<file path="src/rtl/hazard_scoreboard.sv">
// hazard_scoreboard: per-GPR Tnew/stage tracking that drives the D-stage stall,
// the operand forward source and a saturating stall-cycle counter.
module hazard_scoreboard #(
  parameter int NREG  = 32,
  parameter int AW    = 5,
  parameter int TW    = 3,
  parameter int DEPTH = 3,
  parameter int AGE_W = 2
) (
  input  logic             clk,
  input  logic             reset,
  input  logic             d_valid,
  input  logic [AW-1:0]    d_rs,
  input  logic [AW-1:0]    d_rt,
  input  logic [TW-1:0]    d_rs_tuse,
  input  logic [TW-1:0]    d_rt_tuse,
  input  logic             d_regwrite,
  input  logic [AW-1:0]    d_dst,
  input  logic [TW-1:0]    d_tnew,
  input  logic             d_md,
  input  logic             md_busy,
  input  logic             md_start,
  input  logic             d_eret,
  input  logic             d_mtc0_epc,
  input  logic             flush,
  output logic             stall,
  output logic [AGE_W-1:0] fwd_rs,
  output logic [AGE_W-1:0] fwd_rt,
  output logic [31:0]      stall_cnt
);
  localparam int NA = 1 << AW;
  localparam int EW = DEPTH > 1 ? DEPTH - 1 : 1;
  localparam logic [TW-1:0] UNUSED = '1;
  logic [NA-1:0]    valid;
  logic [TW-1:0]    tnew [NA];
  logic [AGE_W-1:0] age [NA];
  logic [EW-1:0]    epc;
  logic issue, rs_haz, rt_haz, md_haz, eret_haz;
  assign issue = d_valid & ~stall & ~flush;
  // Register 0 and indices beyond NREG are held permanently empty.
  always_ff @(posedge clk)
    for (int i = 0; i < NA; i++)
      if (reset || i == 0 || i >= NREG) begin
        valid[i] <= 1'b0;
        tnew[i]  <= '0;
        age[i]   <= '0;
      end else if (issue && d_regwrite && d_dst == AW'(i)) begin
        valid[i] <= 1'b1;
        tnew[i]  <= d_tnew;
        age[i]   <= AGE_W'(1);
      end else if (valid[i] && (flush || age[i] == AGE_W'(DEPTH))) begin
        valid[i] <= 1'b0;
        tnew[i]  <= '0;
        age[i]   <= '0;
      end else if (valid[i]) begin
        age[i]  <= age[i] + 1'b1;
        tnew[i] <= tnew[i] - TW'(tnew[i] != '0);
      end
  always_ff @(posedge clk)
    if (reset || flush) epc <= '0;
    else epc <= (epc << 1) | EW'(issue & d_mtc0_epc);
  always_ff @(posedge clk)
    if (reset) stall_cnt <= '0;
    else if (stall && stall_cnt != '1) stall_cnt <= stall_cnt + 1'b1;
  always_comb begin
    rs_haz   = d_rs != '0 && d_rs_tuse != UNUSED && valid[d_rs] && tnew[d_rs] > d_rs_tuse;
    rt_haz   = d_rt != '0 && d_rt_tuse != UNUSED && valid[d_rt] && tnew[d_rt] > d_rt_tuse;
    md_haz   = d_md & (md_busy | md_start);
    eret_haz = d_eret & (|epc);
    stall    = d_valid & (rs_haz | rt_haz | md_haz | eret_haz);
    fwd_rs   = (d_rs != '0 && valid[d_rs] && tnew[d_rs] == '0) ? age[d_rs] : '0;
    fwd_rt   = (d_rt != '0 && valid[d_rt] && tnew[d_rt] == '0) ? age[d_rt] : '0;
  end
endmodule

</file>
<file path="config.mk">
export PLATFORM = sky130hd
export DESIGN_NAME = hazard_scoreboard
export DESIGN_NICKNAME = d
export VERILOG_FILES = /design/src/rtl/hazard_scoreboard.sv
export SDC_FILE = /design/constraint.sdc
export NUM_CORES = 1
export LEC_CHECK = 0
export CELL_PAD_IN_SITES_DETAIL_PLACEMENT = 0
export CELL_PAD_IN_SITES_GLOBAL_PLACEMENT = 1
export CORE_UTILIZATION = 45
export DETAILED_ROUTE_END_ITERATION = 6
export GPL_TIMING_DRIVEN = 0
export PLACE_DENSITY_LB_ADDON = 0.1
export SYNTH_ARGS = -nofsm -noshare
export SYNTH_HDL_FRONTEND = slang
export SYNTH_SLANG_ARGS = --single-unit
</file>
<file path="constraint.sdc">
create_clock -name clk -period 8.1 [get_ports clk]
set_input_delay 1.62 -clock clk [delete_from_list [all_inputs] [get_ports clk]]
set_output_delay 1.62 -clock clk [all_outputs]
set_load 0.01 [all_outputs]
</file>
After elaboration in Yosys (flattened, before gate mapping):

Memories as Yosys holds them, arrays and structs flattened.
Cells that the tools add are included.

* memories: 2
* bits in registers: 65
* logic and storage cells: 1167
* bits in writable memories: 160

* reduce and logical (&&, ||, !) cells: 173
* equal/unequal tests: 65
* muxes and demuxes: 628
* order comparisons: 4
* add/subtract/negate cells: 63
* bitwise operators: 199

Memories
* tnew: words 32, width 3, rd ports 33, clocked after Yosys merged registers in 0, wr ports 32, line 35 `logic [TW-1:0] tnew [NA];`
* age: words 32, width 2, rd ports 33, clocked after Yosys merged registers in 0, wr ports 32, line 36 `logic [AGE_W-1:0] age [NA];`

Operators by type and width (count)
* 1-bit two-way mux: 438
* 3-bit two-way mux: 93
* 2-bit two-way mux: 95
* 1-bit bitwise OR: 190
* 3-bit nonzero test: 31
* 3-bit by 1-bit subtractor with 3-bit output: 31
* 5-bit == test, second input constant: 16
* 1-bit logical AND: 74
* 2-bit by 1-bit adder with 2-bit output, second input constant: 31
* 2-bit == test, second input constant: 31
* 2-bit nonzero test: 31
* 5-bit by 4-bit == test with 1-bit output, second input constant: 8
* 32-bit by 1-bit adder with 32-bit output, second input constant: 1
* 1-bit logical OR: 32
* 32-bit inequality test, second input constant: 1
* 5-bit by 3-bit == test with 1-bit output, second input constant: 4
* 5-bit by 6-bit less-than comparator with 1-bit output, second input constant: 2
* 1-bit binary-select mux with 5-bit select: 2
* 5-bit by 2-bit == test with 1-bit output, second input constant: 2
* 5-bit nonzero test: 2
* 1-bit AND: 6
* 3-bit > comparator: 2
* 3-bit zero test: 2
* 3-bit inequality test, second input constant: 2
* other kinds (4): 5

Longest topological paths before layout:

* depth in word-level cells: 19
* mapped depth: 21

Worst setup path before layout:

OpenSTA, ideal clock, no wires.

* path kind: input port to output port
* from: input d_rs[0]
* to: output stall
* arrival: 5621 ps
* slack: 859 ps
* buffers on the path: 6
* stages on the path: 16
* cells stage by stage: buf_6 > buf_2 > buf_2 > buf_1 > clkbuf_1 > mux2i_1 > o21ai_0 > mux4_2 > nor2_1 > nor2_1 > ha_1 > o21a_1 > o221a_2 > o31ai_1 > clkbuf_1 > inv_2

* word-level cells in the longest chain between the ends: 8
* elaborated cells between the ends (all ways): 12

RTL lines
* from (decl): line 13 `input logic [AW-1:0] d_rs,`
* branches (longest 3 deep; another with memory 32 x 3 bit)
* 1-bit logical AND *: line 66 `rs_haz = d_rs != '0 && d_rs_tuse != UNUSED && valid[d_rs] && tnew[d_rs] > d_rs_tuse;`
* 1-bit bitwise OR * (3 in a row): line 70 `stall = d_valid & (rs_haz | rt_haz | md_haz | eret_haz);`
* 1-bit AND *: line 70
* to (decl): line 26 `output logic stall,`

Mark *: on every way between the ends. The select of a mux whose other input is x is not followed.

Final worst setup path:

Same ends and word-level chain as after synthesis.

==> key figures <==
Clock network
  – Clock Path Buffers: 3
  – Cts hold-fix bufs: 0
  – Clk root buf: clkbuf_16
  – CTS tree: yes
  – Clock transition at the registers of the reported paths: approximately 60 ps
  – CTS sink count: 220
  – Num CTS Buffers: 27
  – Insertion delay to the later sink of the worst-skew pair: roughly 560 ps
  – H-tree depth: 1

Critical path
  – Slowest stage cell, crit path: clkdlybuf4s15_2
  – WP buf/inv: 7
  – Delay-heaviest family, CP: buffers and inverters
  – Largest stage delay on the critical path: ~610 ps
  – CP Max Fanout: 18
  – CP endpoint kind: output pin
  – Worst EP arrival: between 6000 and 7000 ps
  – Crit path launch type: input pin
  – Critical Path RT: around 6500 ps
  – WS Path Type: input pin to output pin
  – Cell mode on critical path: buf_4
  – Worst-path cell chain: buf_6, buf_2, buf_4, clkdlybuf4s15_2, nand2_1, o21ai_0, a22oi_1, mux4_2, a21oi_1, ha_1, nor2b_1, o21a_1, o221a_2, o31ai_2, buf_4, inv_2, clkdlybuf4s50_1

Synthesis
  – Seq/Total Area, Yosys: 0.3900
  – Netlist cell types: 65
  – Synth Register Bits: between 200 and 250
  – Post-Syn Instances: between 1000 and 1500
  – Main flop type after synthesis: edfxtp_1
  – Ys async rst share: 0
  – Share of the synthesized area in the top cell type: 0.3048
  – Post-synthesis average cell area: between 10 and 15 um^2
  – Post-synth EDFFs: around 160
  – Top-count cell post-synth: edfxtp_1
  – Commonest cells post-synth: edfxtp_1, nor2_1, ha_1
  – Post-synth top area cell: edfxtp_1
  – Synthesized net count: ~1500
  – Mapped Area: about 15000 um^2
  – Top cells by area, synth: edfxtp_1, mux4_2, dfxtp_1
  – YS warnings: 0

Timing
  – Setup ws final: approximately 130 ps
  – Max transition margin: 0.1784
  – Crit path time final: 7967 ps
  – Fin. Hold Viols: 0
  – Worst hold slack: 465.3 ps
  – Max Fclk: approximately 0.13 GHz
  – Fin Setup TNS: 0 ps
  – Final count of negative-setup-slack endpoints: 0
  – RSZ-0062 raised after global routing: false
  – Final slew viol count: 0
  – Final Skew: 16.13 ps
  – Fin crit share: 0.9836
  – Worst slew pin tran: 1232 ps

GRT
  – GRT Resource Usage Total: 0.3011
  – Most Crowded Layer GR: met2
  – Largest net degree at the start of global routing: 20
  – Grt met1 use: 0.4378
  – GRT overflow: 0
  – M3 GR Usage: 0.06776
  – Antenna violations before repair: 1
  – Vias in the first global route: 11300
  – GRT met2 Usage: 0.4515
  – First-pass GRT wire length: approximately 75000 um

Layout
  – Filler cells: about 3000
  – Final nets: 1600
  – Register area: just under 6000 um^2
  – Area grow syn2layout: 13.89%
  – Multi-input gate area: approximately 8600 um^2
  – Fraction of layout cells with a size suffix above 1: 0.1648
  – Fin util: 0.5200
  – Finished Cell Area: roughly 17000 um^2

Floorplanning
  – # rows: 67
  – Starting Density: 0.4566
  – Die Area: around 35000 um^2
  – Number of I/O pins: 71
  – Die width: between 150 and 200 um
  – Height of the die: between 150 and 200 um
  – Core area: roughly 33000 um^2

Routing
  – Pre-antenna DRT Iters: 6
  – Total routed wirelength: just over 50000 um
  – Routed vias/inst: roughly 6.2
  – Vias: ~12000
  – # DRC: 0
  – Iteration-0 DRC count of the detailed router: between 1000 and 1500
  – Drt wl/cell: roughly 27 um
  – Post-route ant nets: 1

Place
  – Area post-placement: roughly 16000 um^2
  – GP Congestion: approximately 0.98
  – DP Wirelength: about 38000 um
  – Place WS: -1290 ps
  – Port bufs: between 60 and 70

Pwr
  – Leak: approximately 0.0067 uW
  – P per Cell Area: 163.6 nW/um^2
  – Peak VDD IR: 0.1425 mV

Outcome
  – Outcome: finished, violations left
  – Failing checks: antenna violations

Min path
  – Hold Path Class: register to register

Job
  – Max Cap Viol: 0
report_power, final:
part           internal (uW)  total [uW]  switching (uW)
sequential              1230        1270            38.3
clock                    702        1200             497
combinational            156         377             221
total                   2090        2850             756
state kept, by name (all words and copies together), names as in the netlist:
register and count:
age 62, valid 31, stall_cnt 32, epc 2
tnew 93
final timing paths:
path / from / to / slack [ps] / cells past startpoint
hold / removal: epc[0] / epc[1] / 470 / 1
setup / recovery: d_rs[0] / stall / 130 / 17
setup reg to reg: tnew[27][1] / tnew[9][1] / 3020 / 13
hold reg to reg: epc[0] / epc[1] / 470 / 1
what timing repair did:
item,CTS,global route
endpoints found under the setup margin,3,1
buffers inserted,0,0
cloned,0,0
hold endpoints to repair,0,0
pin swaps,0,0
resized for setup,24,14
layout make-up:
class	count	area share
flip-flops and latches	220	0.3424
well taps	448	0.03223
inverters	93	0.02007
plain buffers	87	0.02410
diodes	5	0.0007193
repair buffers	64	0.03669
clock buffers	42	0.04553
clock inverters	8	0.004316
multi-input cells	973	0.4940
stage by stage:
step | total power, uW | std cells
2_1_floorplan | 1509 | 1375
3_3_place_gp | 1656 | 1886
3_5_place_dp | 1660 | 1887
4_1_cts | 2852 | 1935
5_1_grt | 2929 | 1935
6_report | 2845 | 1940
metal layers:
metal	wire length [um]	share of wire	up-vias
met5	0	0	-
met4	1212	0.024	0
met3	5262	0.10	67
met2	22290	0.43	602
met1	22720	0.44	6000
li1	-	-	5409
cells by family (layout without fill, tap and decap cells):
logic type / count (synthesis) / in the layout / share of synthesized area
DFF: 220 / 220 / 0.3900
other: 0 / 5 / 0
AOI/OAI and AO/OA: 173 / 173 / 0.07021
buffers and inverters: 182 / 294 / 0.04776
adders and majority gates: 100 / 100 / 0.08193
and+or+nand+nor: 452 / 452 / 0.1627
xor gates and xnor gates: 31 / 31 / 0.01778
muxes: 217 / 217 / 0.2296
placed cells by master (no fill, tap or decap), drive strengths merged, types with 63 or more instances in the layout:
cell type / Yosys / final
nor2: 136 / 136
clkdlybuf4s50: 0 / 63
edfxtp: 155 / 155
mux2: 101 / 101
dfxtp: 65 / 65
clkbuf: 65 / 108
mux4: 96 / 96
inv: 92 / 93
ha: 100 / 100
or3: 63 / 63
(Power assumes the default switching activity.)
